**src/rtl/mode_key_encoder_pkg.sv**
```systemverilog
// Mode request codes and key count shared by the key encoder and the mode controller.
package mode_key_encoder_pkg;

  localparam int NUM_MODE_KEYS = 4;

  typedef enum logic [1:0] {
    MODE_IDLE = 2'b00,
    MODE_S1   = 2'b01,
    MODE_S2   = 2'b10,
    MODE_S3   = 2'b11
  } mode_code_e;

  // Lowest asserted index wins, so IDLE (key 0) always beats the other modes.
  function automatic mode_code_e key_to_mode(input logic [NUM_MODE_KEYS-1:0] press);
    mode_code_e code;
    logic [31:0] idx;
    code = MODE_IDLE;
    for (int i = NUM_MODE_KEYS - 1; i >= 0; i--) begin
      idx = i;
      if (press[i]) code = mode_code_e'(idx[1:0]);
    end
    return code;
  endfunction

endpackage

```
**src/rtl/mode_key_encoder_if.sv**
```systemverilog
// Key inputs and mode request outputs between the board keys and the mode controller.
interface mode_key_encoder_if;
  import mode_key_encoder_pkg::*;

  logic [NUM_MODE_KEYS-1:0] key_n;
  mode_code_e               req_code;
  logic                     req_valid;
  logic                     key_active;

  modport master (output key_n, input req_code, input req_valid, input key_active);
  modport slave  (input key_n, output req_code, output req_valid, output key_active);

endinterface

```
**src/rtl/mode_key_encoder_key_debounce.sv**
```systemverilog
// Synchroniser plus debounce counter for one active-low key; flags the cycle after
// the debounced level falls (press). Release edges are only visible via o_stable.
module key_debounce #(
  parameter int DEBOUNCE_CYCLES = 1000000,
  parameter int SYNC_STAGES     = 2
) (
  input  logic clk,
  input  logic rst_n,
  input  logic i_key_n,
  output logic o_stable,
  output logic o_press
);

  generate
    if (DEBOUNCE_CYCLES < 2) begin : g_bad_debounce
      $error("key_debounce: DEBOUNCE_CYCLES must be at least 2");
    end
    if (SYNC_STAGES < 2) begin : g_bad_sync
      $error("key_debounce: SYNC_STAGES must be at least 2");
    end
  endgenerate

  localparam int CW = (DEBOUNCE_CYCLES < 2) ? 1 : $clog2(DEBOUNCE_CYCLES);
  localparam logic [CW-1:0] CNT_MAX = CW'(DEBOUNCE_CYCLES - 1);

  logic [SYNC_STAGES-1:0] r_sync;
  logic [CW-1:0]          r_cnt;
  logic                   r_stable;
  logic                   r_stable_d;
  logic                   w_sample;

  assign w_sample = r_sync[SYNC_STAGES-1];

  always_ff @(posedge clk) begin
    if (!rst_n) begin
      r_sync     <= '1;
      r_cnt      <= '0;
      r_stable   <= 1'b1;
      r_stable_d <= 1'b1;
    end else begin
      r_sync     <= {r_sync[SYNC_STAGES-2:0], i_key_n};
      r_stable_d <= r_stable;
      // Counter saturates at CNT_MAX; the next differing sample commits the new level.
      if (w_sample == r_stable) begin
        r_cnt <= '0;
      end else if (r_cnt == CNT_MAX) begin
        r_stable <= ~r_stable;
        r_cnt    <= '0;
      end else begin
        r_cnt <= r_cnt + CW'(1);
      end
    end
  end

  assign o_stable = r_stable;
  assign o_press  = r_stable_d & ~r_stable;

endmodule

```
**src/rtl/mode_key_encoder.sv**
```systemverilog
// Debounces four mode keys and turns each press into a held 2-bit request code
// with a one-cycle strobe; all outputs are registered.
module mode_key_encoder
  import mode_key_encoder_pkg::*;
#(
  parameter int DEBOUNCE_CYCLES = 1000000,
  parameter int SYNC_STAGES     = 2
) (
  input  logic               clk,
  input  logic               rst_n,
  mode_key_encoder_if.slave  io_keys
);

  logic [NUM_MODE_KEYS-1:0] w_stable;
  logic [NUM_MODE_KEYS-1:0] w_press;

  mode_code_e r_req_code;
  logic       r_req_valid;
  logic       r_key_active;

  genvar g;
  generate
    for (g = 0; g < NUM_MODE_KEYS; g++) begin : g_key
      key_debounce #(
        .DEBOUNCE_CYCLES (DEBOUNCE_CYCLES),
        .SYNC_STAGES     (SYNC_STAGES)
      ) u_debounce (
        .clk      (clk),
        .rst_n    (rst_n),
        .i_key_n  (io_keys.key_n[g]),
        .o_stable (w_stable[g]),
        .o_press  (w_press[g])
      );
    end
  endgenerate

  // Simultaneous presses collapse to one strobe for the highest-priority key.
  always_ff @(posedge clk) begin
    if (!rst_n) begin
      r_req_code   <= MODE_IDLE;
      r_req_valid  <= 1'b0;
      r_key_active <= 1'b0;
    end else begin
      r_req_valid  <= |w_press;
      r_key_active <= |(~w_stable);
      if (|w_press) r_req_code <= key_to_mode(w_press);
    end
  end

  assign io_keys.req_code   = r_req_code;
  assign io_keys.req_valid  = r_req_valid;
  assign io_keys.key_active = r_key_active;

endmodule

```
**src/flat_wrapper.sv**
```systemverilog
// flat-port wrapper written by rule: the top's interface ports become plain ports
module mode_key_encoder_flat import mode_key_encoder_pkg::*;
#(
  parameter int DEBOUNCE_CYCLES = 1000000,
  parameter int SYNC_STAGES     = 2
)
  (clk, rst_n, io_keys_key_n, io_keys_req_code, io_keys_req_valid, io_keys_key_active);
  mode_key_encoder_if io_keys_i ();
  input  logic clk;
  input  logic rst_n;
  input wire logic [$bits(io_keys_i.key_n)-1:0] io_keys_key_n;
  output wire logic [$bits(io_keys_i.req_code)-1:0] io_keys_req_code;
  output wire logic [$bits(io_keys_i.req_valid)-1:0] io_keys_req_valid;
  output wire logic [$bits(io_keys_i.key_active)-1:0] io_keys_key_active;
  assign io_keys_i.key_n = io_keys_key_n;
  assign io_keys_req_code = io_keys_i.req_code;
  assign io_keys_req_valid = io_keys_i.req_valid;
  assign io_keys_key_active = io_keys_i.key_active;
  mode_key_encoder #(.DEBOUNCE_CYCLES(DEBOUNCE_CYCLES), .SYNC_STAGES(SYNC_STAGES)) u_core (.clk(clk), .rst_n(rst_n), .io_keys(io_keys_i));
endmodule
```
**config.mk**
```make
export PLATFORM = sky130hd
export DESIGN_NAME = mode_key_encoder_flat
export DESIGN_NICKNAME = d
export VERILOG_FILES = /design/src/rtl/mode_key_encoder_pkg.sv /design/src/rtl/mode_key_encoder_if.sv /design/src/rtl/mode_key_encoder_key_debounce.sv /design/src/rtl/mode_key_encoder.sv /design/src/flat_wrapper.sv
export SDC_FILE = /design/constraint.sdc
export NUM_CORES = 1
export LEC_CHECK = 0
export CAP_MARGIN = 20
export CORE_MARGIN = 2
export CORE_UTILIZATION = 55
export CTS_CLUSTER_DIAMETER = 50
export DETAILED_ROUTE_END_ITERATION = 7
export PLACE_DENSITY = 0.68
export SKIP_LAST_GASP = 1
export SYNTH_ARGS = -nofsm -noshare
export SYNTH_HDL_FRONTEND = slang
export SYNTH_SLANG_ARGS = --single-unit
```
**constraint.sdc**
```tcl
create_clock -name clk -period 3.15 [get_ports clk]
set_input_delay 0.63 -clock clk [delete_from_list [all_inputs] [get_ports clk]]
set_output_delay 0.63 -clock clk [all_outputs]
set_load 0.02 [all_outputs]
```
==> impl_metrics.prom, run 1 <==
# TYPE chip_impl_metric gauge
chip_impl_metric{name="power_density",unit="nW/um^2"} 461
chip_impl_metric{name="finalCritPeriodShare",unit=""} 0.708
chip_impl_metric{name="final_core_util",unit=""} 0.622
chip_impl_metric{name="routed-wl-met3",unit="um"} 227
chip_impl_metric{name="fp-row-count",unit=""} 31
chip_impl_metric{name="yosys_warnings",unit=""} 0
chip_impl_metric{name="insertion_delay",unit="ps"} 360
chip_impl_metric{name="syn-instance-count",unit=""} 475
chip_impl_metric{name="synth-xor-area-share",unit=""} 0.101
chip_impl_metric{name="post_synthesis_instance_area",unit="um^2"} 4230
chip_impl_metric{name="maxCapViolations",unit=""} 0
chip_impl_metric{name="clkPwrFrac",unit=""} 0.384
chip_impl_metric{name="drt_pass1_iterations",unit=""} 4
chip_impl_info{name="setup.worst_path.start_class",value="flip-flop"} 1
chip_impl_metric{name="die_width",unit="um"} 91.7
chip_impl_metric{name="postCtsHoldBufs",unit=""} 0
chip_impl_metric{name="post_cts_resized",unit=""} 0
chip_impl_metric{name="wire_per_inst",unit="um"} 12.1
chip_impl_metric{name="cts_inserted_buffers",unit=""} 9
chip_impl_metric{name="p_int",unit="mW"} 1.66
chip_impl_metric{name="worst-slew-pin-transition",unit="ps"} 755
chip_impl_metric{name="p_seq_frac",unit=""} 0.602
chip_impl_metric{name="numPlacedInstances",unit=""} 571
chip_impl_metric{name="critPathRequiredTime",unit="ps"} 3410
chip_impl_metric{name="post_synth_mux_area_share",unit=""} 0
chip_impl_metric{name="ys_seq_elements",unit=""} 100
chip_impl_info{name="tritoncts_clock_tree",value="done"} 1
chip_impl_metric{name="n_antenna_cell",unit=""} 0
chip_impl_metric{name="report.power.total",unit="mW"} 2.11
chip_impl_metric{name="dr_wl_met2",unit="mm"} 3.18
chip_impl_metric{name="slew-limit-headroom",unit=""} 0.496
chip_impl_metric{name="cts.sinks",unit=""} 100
chip_impl_metric{name="drc",unit=""} 0
chip_impl_metric{name="gr-total-overflow",unit=""} 0
chip_impl_info{name="largest_family_of_logic_cells_by_synthesized_area",value="simple AND/OR/NAND/NOR gates"} 1
chip_impl_metric{name="met1_length",unit="mm"} 3.58
chip_impl_metric{name="synth_adder_area_share",unit=""} 0.0118
chip_impl_metric{name="timing.critical_path.arrival",unit="ps"} 2490
chip_impl_metric{name="synth_nets",unit=""} 485
chip_impl_metric{name="syn_avg_cell_area",unit="um^2"} 8.91
chip_impl_metric{name="starting_utilization_of_the_core_area",unit=""} 0.574
chip_impl_metric{name="postRouteWirelength",unit="mm"} 7.08
chip_impl_metric{name="finalNonFillerCells",unit=""} 587
chip_impl_info{name="hold_path_class",value="flip-flop to flip-flop"} 1
chip_impl_info{name="ys_dominant_reg_cell",value="sky130_fd_sc_hd__dfxtp_1"} 1
chip_impl_metric{name="largest_net_degree_at_the_start_of_global_routing",unit=""} 21
chip_impl_metric{name="pin_count",unit=""} 10
chip_impl_metric{name="path_clk_slew",unit="ps"} 90
chip_impl_info{name="cts_root_buffer",value="sky130_fd_sc_hd__clkbuf_8"} 1
chip_impl_metric{name="final_estimated_routing_congestion_in_global_placement",unit=""} 0.813
chip_impl_metric{name="layout-drive-gt1-share",unit=""} 0.0553
chip_impl_metric{name="final.setup.tns",unit="ps"} 0
chip_impl_metric{name="power.share.switching",unit=""} 0.216
chip_impl_metric{name="dieArea",unit="um^2"} 8410
chip_impl_metric{name="numPortBuffers",unit=""} 9
chip_impl_metric{name="max_freq",unit="MHz"} 448
chip_impl_metric{name="vdd_drop_max",unit="mV"} 0.290
chip_impl_metric{name="ys_types",unit=""} 44
chip_impl_metric{name="final.setup_skew",unit="ps"} 6.34
chip_impl_metric{name="static-leakage-power",unit="nW"} 1.48
chip_impl_metric{name="crit_path_max_fanout",unit=""} 11
chip_impl_info{name="rsz_0062_raised_after_global_routing",value="false"} 1
chip_impl_info{name="criticalPathCategory",value="flip-flop to flip-flop"} 1
chip_impl_metric{name="final_period_minus_worst_setup_slack",unit="ps"} 2230
chip_impl_metric{name="die_height",unit="um"} 91.7
chip_impl_info{name="top_routing_layer_in_use",value="met4"} 1
chip_impl_metric{name="post-cts-setup-buffer-count",unit=""} 0
chip_impl_metric{name="cts_max_path_buffers",unit=""} 2
chip_impl_metric{name="final_hold_viol_count",unit=""} 0
chip_impl_metric{name="remaining_number_of_nets_flagged_by_the_antenna_check_after_routing",unit=""} 0
chip_impl_metric{name="vias",unit=""} 3186
chip_impl_metric{name="synth_seq_area_share",unit=""} 0.473
chip_impl_metric{name="finalHoldWorstSlack",unit="ps"} 416
chip_impl_metric{name="dr_vias_cell",unit=""} 5.43
chip_impl_metric{name="global_route_wire_length_before_repair",unit="mm"} 12.9
chip_impl_metric{name="area_growth_from_synthesis_to_final_layout",unit="%"} 8.25
chip_impl_metric{name="synth_simple_gate_area_share",unit=""} 0.289
chip_impl_metric{name="hpwlAfterDp",unit="mm"} 4.88
chip_impl_metric{name="finalNetCount",unit=""} 493
chip_impl_metric{name="synthesized_area_fraction_occupied_by_ao_oa_aoi_and_oai_cells",unit=""} 0.0905
chip_impl_metric{name="grt_pass1_vias",unit=""} 3008
chip_impl_info{name="run_status",value="finished, final reports clean"} 1
chip_impl_metric{name="setup_viol_count_final",unit=""} 0
chip_impl_metric{name="postSynth.asyncResetShare",unit=""} 0
chip_impl_info{name="worstSetupEndpointType",value="flip-flop"} 1
chip_impl_metric{name="synth_edf_count",unit=""} 0
chip_impl_metric{name="netSwitchingPower",unit="mW"} 0.457
chip_impl_metric{name="number_of_antenna_violations_at_the_first_check_in_global_routing",unit=""} 0
chip_impl_metric{name="pwr-share-comb",unit=""} 0.014
chip_impl_metric{name="cts.htree.levels",unit=""} 3
chip_impl_metric{name="core",unit="um^2"} 7370
chip_impl_metric{name="drt-initial-drc-count",unit=""} 97
chip_impl_metric{name="slew_viol_final",unit=""} 0
chip_impl_metric{name="track_usage",unit=""} 0.185
[registers in the layout, summed over array words and instances, names as in the netlist]
| register | flops |
|---|---|
| u_core.g_key.u_debounce.r_cnt | 80 |
| u_core.g_key.u_debounce.r_sync | 8 |
| u_core.g_key.u_debounce.o_stable | 4 |
| u_core.g_key.u_debounce.r_stable_d | 4 |
| u_core.io_keys.req_code | 2 |
| u_core.io_keys.key_active | 1 |
| u_core.io_keys.req_valid | 1 |
[layout by cell type (no fill, tap or decap), drive strengths merged, types with 2 or more instances in the layout]
cell,netlist,routed
a21oi,28,28
and2,4,4
and3,14,14
and4,9,9
buf,5,4
clkbuf,10,9
clkdlybuf4s50,1,9
clkinv,0,4
dfxtp,100,100
ha,4,4
inv,14,16
nand2,19,19
nand2b,14,14
nand3,31,31
nand4,24,24
nor2,59,59
nor2b,2,2
nor3,4,4
nor3b,2,2
nor4,2,2
nor4b,3,3
o211ai,3,3
o21ai,28,28
o21bai,2,2
o31ai,3,3
or3,26,26
or4,5,5
xnor2,13,13
xor2,36,36
[synthesized netlist by cell type, drive strengths merged, types with 2 or more instances]
library cell	instances	area, um^2
dfxtp	100	2000
nor2	59	221
xor2	36	315
nand3	31	155
a21oi	28	140
o21ai	28	140
or3	26	164
nand4	24	150
nand2	19	71.3
and3	14	87.6
inv	14	52.6
nand2b	14	87.6
xnor2	13	114
clkbuf	10	37.5
and4	9	78.8
buf	5	46.3
or4	5	41.3
and2	4	25.0
ha	4	50.1
nor3	4	20.0
nor4b	3	26.3
o211ai	3	27.5
o31ai	3	22.5
nor2b	2	12.5
nor3b	2	15.0
nor4	2	12.5
o21bai	2	18.8
[critical path, stage by stage, from the launching register on]
cell and delay [ps]:
sky130_fd_sc_hd__dfxtp_1 340, sky130_fd_sc_hd__or4_1 520, sky130_fd_sc_hd__or4_4 540, sky130_fd_sc_hd__o211ai_2 400
sky130_fd_sc_hd__buf_4 270, sky130_fd_sc_hd__nor2_1 60
[power by group through the flow]
stage               clock network [mW]  registers [mW]  logic [mW]
detailed placement                   0            1.30      0.0300
finish                           0.810            1.27      0.0293
global route                     0.900            1.27      0.0331
global placement                     0            1.30      0.0292
floorplan                            0            1.30      0.0198
CTS                              0.850            1.27      0.0299
[logic make-up (layout without fill, tap and decap cells)]
kind of cell             after synthesis  count (layout)
AND/OR/NAND/NOR                      224             224
flip-flops                           100             100
XOR/XNOR                              49              49
adder cells (fa/ha/maj)                4               4
AO/OA/AOI/OAI                         68              68
buffers and inverters                 30              43
[worst paths after layout]
check | start | to | slack [ps] | cells past startpoint
setup / recovery | u_core.g_key[0].u_debounce.r_cnt[15]$_SDFF_PP0_ | u_core.g_key[0].u_debounce.r_cnt[5]$_SDFF_PP0_ | 920 | 5
hold / removal | u_core.g_key[0].u_debounce.r_sync[0]$_SDFF_PN1_ | u_core.g_key[0].u_debounce.r_sync[1]$_SDFF_PN1_ | 420 | 1
setup reg to reg | u_core.g_key[0].u_debounce.r_cnt[15]$_SDFF_PP0_ | u_core.g_key[0].u_debounce.r_cnt[5]$_SDFF_PP0_ | 920 | 5
hold reg to reg | u_core.g_key[0].u_debounce.r_sync[0]$_SDFF_PN1_ | u_core.g_key[0].u_debounce.r_sync[1]$_SDFF_PN1_ | 420 | 1
[routing by layer]
metal,GRT usage,up-vias
li1,-,1684
met1,0.236,1457
met2,0.306,35
met3,0.0518,10
met4,0.0560,0
met5,0,-
[layout make-up]
class                           count  area, um^2
Fill cell                         655        2790
Multi-Input combinational cell    345        2080
Sequential cell                   100        2000
Clock buffer                        9         124
Tap cell                           99         124
Timing Repair Buffer               13         120
Clock inverter                      7        75.1
Inverter                           14        52.6
[through the flow]
stage / cell area [um^2] / setup slack (ps)
global route: 4580 / 818
CTS: 4580 / 914
detailed placement: 4380 / 920
floorplan: 4230 / 1310
finish: 4580 / 919
global placement: 4380 / 956
No activity file was read; power rests on OpenSTA's default activity.
==> run 2: changes to the inputs <==
==> constraint.sdc (replaced) <==
create_clock -name clk -period 2.1 [get_ports clk]
set_input_delay 0.42 -clock clk [delete_from_list [all_inputs] [get_ports clk]]
set_output_delay 0.42 -clock clk [all_outputs]
set_load 0.02 [all_outputs]
==> impl_metrics.prom, run 2 (synthesis gave the netlist of run 1 again) <==
# TYPE chip_impl_metric gauge
chip_impl_info{name="run_status",value="finished, final reports clean"} 1
chip_impl_metric{name="slew_viol_final",unit=""} 0
chip_impl_metric{name="worst-slew-pin-transition",unit="ps"} 319
chip_impl_metric{name="drt-initial-drc-count",unit=""} 104
chip_impl_metric{name="die_width",unit="um"} 91.7
chip_impl_info{name="setup.worst_path.start_class",value="flip-flop"} 1
chip_impl_metric{name="cts.sinks",unit=""} 100
chip_impl_info{name="worstSetupEndpointType",value="flip-flop"} 1
chip_impl_info{name="largest_reg_by_ff_count",value="u_core.g_key.u_debounce.r_cnt"} 1
chip_impl_metric{name="timing.critical_path.arrival",unit="ps"} 2200
chip_impl_metric{name="max_stage_delay",unit="ps"} 540
chip_impl_metric{name="wire_per_inst",unit="um"} 12.2
chip_impl_metric{name="numPlacedInstances",unit=""} 576
chip_impl_info{name="tritoncts_clock_tree",value="done"} 1
chip_impl_metric{name="area_growth_from_synthesis_to_final_layout",unit="%"} 9.70
chip_impl_metric{name="static-leakage-power",unit="nW"} 1.51
chip_impl_metric{name="remaining_number_of_nets_flagged_by_the_antenna_check_after_routing",unit=""} 0
chip_impl_metric{name="starting_utilization_of_the_core_area",unit=""} 0.574
chip_impl_info{name="final_cell_mix",value="100 x sky130_fd_sc_hd__dfxtp_1, 59 x sky130_fd_sc_hd__nor2_1, 36 x sky130_fd_sc_hd__xor2_1, 31 x sky130_fd_sc_hd__nand3_1"} 1
chip_impl_metric{name="dieArea",unit="um^2"} 8410
chip_impl_info{name="rsz_0062_raised_after_global_routing",value="false"} 1
chip_impl_info{name="hold_path_class",value="flip-flop to flip-flop"} 1
chip_impl_metric{name="final_period_minus_worst_setup_slack",unit="ps"} 1950
chip_impl_info{name="cpMaxStageDelayCell",value="sky130_fd_sc_hd__or4_4"} 1
chip_impl_metric{name="final.setup_skew",unit="ps"} 11.8
chip_impl_metric{name="final.setup.tns",unit="ps"} 0
chip_impl_metric{name="postRouteWirelength",unit="mm"} 7.21
chip_impl_metric{name="fp-row-count",unit=""} 31
chip_impl_metric{name="grt_pass1_vias",unit=""} 2841
chip_impl_metric{name="slew-limit-headroom",unit=""} 0.785
chip_impl_metric{name="track_usage",unit=""} 0.180
chip_impl_metric{name="die_height",unit="um"} 91.7
chip_impl_info{name="layout_commonest_cell",value="sky130_fd_sc_hd__dfxtp_1"} 1
chip_impl_metric{name="vias",unit=""} 3237
chip_impl_metric{name="gr-total-overflow",unit=""} 0
chip_impl_metric{name="vdd_drop_max",unit="mV"} 0.463
chip_impl_metric{name="finalNetCount",unit=""} 498
chip_impl_metric{name="power_density",unit="nW/um^2"} 711
chip_impl_metric{name="cts_max_path_buffers",unit=""} 2
chip_impl_metric{name="insertion_delay",unit="ps"} 360
chip_impl_metric{name="post-cts-setup-buffer-count",unit=""} 0
chip_impl_metric{name="global_route_wire_length_before_repair",unit="mm"} 12.6
chip_impl_metric{name="cts.htree.levels",unit=""} 3
chip_impl_metric{name="post_cts_resized",unit=""} 0
chip_impl_metric{name="cts_inserted_buffers",unit=""} 9
chip_impl_info{name="criticalPathCategory",value="flip-flop to flip-flop"} 1
chip_impl_info{name="largest_registers",value="u_core.g_key.u_debounce.r_cnt x80, u_core.g_key.u_debounce.r_sync x8"} 1
chip_impl_metric{name="pin_count",unit=""} 10
chip_impl_metric{name="critPathRequiredTime",unit="ps"} 2350
chip_impl_metric{name="n_antenna_cell",unit=""} 0
chip_impl_metric{name="setup_viol_count_final",unit=""} 0
chip_impl_metric{name="number_of_antenna_violations_at_the_first_check_in_global_routing",unit=""} 0
chip_impl_metric{name="core",unit="um^2"} 7370
chip_impl_metric{name="critPathBufInv",unit=""} 1
chip_impl_metric{name="final_hold_viol_count",unit=""} 0
chip_impl_metric{name="register_area",unit="um^2"} 2000
chip_impl_info{name="cts_root_buffer",value="sky130_fd_sc_hd__clkbuf_8"} 1
chip_impl_metric{name="largest_net_degree_at_the_start_of_global_routing",unit=""} 21
chip_impl_metric{name="hpwlAfterDp",unit="mm"} 4.93
chip_impl_metric{name="path_clk_slew",unit="ps"} 100
chip_impl_metric{name="num-fill-cells",unit=""} 663
chip_impl_info{name="critPathTopFamily",value="simple AND/OR/NAND/NOR gates"} 1
chip_impl_metric{name="maxCapViolations",unit=""} 0
chip_impl_metric{name="postCtsHoldBufs",unit=""} 0
chip_impl_metric{name="layout-drive-gt1-share",unit=""} 0.0649
chip_impl_metric{name="drt_pass1_iterations",unit=""} 4
chip_impl_metric{name="finalHoldWorstSlack",unit="ps"} 413
chip_impl_metric{name="finalNonFillerCells",unit=""} 592
chip_impl_metric{name="final_estimated_routing_congestion_in_global_placement",unit=""} 0.800
chip_impl_info{name="cp_cell_sequence",value="or4_1, or4_4, o211ai_2, buf_4, nor2_1"} 1
chip_impl_metric{name="largest_register_ffs",unit=""} 80
chip_impl_metric{name="finalCritPeriodShare",unit=""} 0.927
chip_impl_metric{name="total_area_of_multi_input_combinational_cells",unit="um^2"} 2080
chip_impl_metric{name="drc",unit=""} 0
chip_impl_metric{name="crit_path_max_fanout",unit=""} 12
chip_impl_metric{name="max_freq",unit="MHz"} 514
chip_impl_metric{name="dr_vias_cell",unit=""} 5.47
chip_impl_metric{name="numPortBuffers",unit=""} 9
## run 2: changes by cell type in the layout (fill, tap and decap cells not counted), sizes merged
| cell | before | now |
|---|---|---|
| clkinv | 4 | 2 |
| buf | 4 | 9 |
| bufinv | 1 | 2 |
| clkinvlp | 0 | 1 |
## run 2: report_power, final
group / internal, mW / switching, mW
logic: 0.0213 / 0.0247
clock network: 0.680 / 0.666
registers: 1.90 / 0.00456
total: 2.60 / 0.696
## run 2: final cells by class
| type | instances | area share |
|---|---|---|
| tap | 99 | 0.0267 |
| inverter | 14 | 0.0113 |
| clock buffer | 9 | 0.0267 |
| multi-input combinational | 345 | 0.449 |
| clock inverter | 7 | 0.0213 |
| sequential | 100 | 0.431 |
| timing repair buffer | 18 | 0.0340 |
## run 2: through the flow
step	power (mW)	utilization	worst slack [ps]	instance area, um^2
final	3.30	0.630	154	4640
after global routing	3.42	0.630	73.6	4640
after CTS	3.35	0.630	149	4640
after detailed placement	2.00	0.600	161	4420
after global placement	2.00	0.600	200	4420
after floorplan	1.98	-	257	4230
## run 2: worst paths after layout
check | from | endpoint | slack [ps] | depth (start not counted)
max reg2reg | u_core.g_key[0].u_debounce.r_cnt[15]$_SDFF_PP0_ | u_core.g_key[0].u_debounce.r_cnt[8]$_SDFF_PP0_ | 150 | 5
max | u_core.g_key[0].u_debounce.r_cnt[15]$_SDFF_PP0_ | u_core.g_key[0].u_debounce.r_cnt[8]$_SDFF_PP0_ | 150 | 5
min reg2reg | u_core.g_key[2].u_debounce.r_sync[0]$_SDFF_PN1_ | u_core.g_key[2].u_debounce.r_sync[1]$_SDFF_PN1_ | 410 | 1
min | u_core.g_key[2].u_debounce.r_sync[0]$_SDFF_PN1_ | u_core.g_key[2].u_debounce.r_sync[1]$_SDFF_PN1_ | 410 | 1
## run 2: worst register-to-register path, stage by stage (launching register included)
cell and delay (ps):
sky130_fd_sc_hd__dfxtp_1 350, sky130_fd_sc_hd__or4_1 520, sky130_fd_sc_hd__or4_4 540, sky130_fd_sc_hd__o211ai_2 170, sky130_fd_sc_hd__buf_4 210, sky130_fd_sc_hd__nor2_1 60
## run 2: per-layer routing
metal	part of all wire	track usage
met3	0.026	0.0518
met5	0	0
met2	0.45	0.290
met4	0.013	0.0485
met1	0.51	0.239
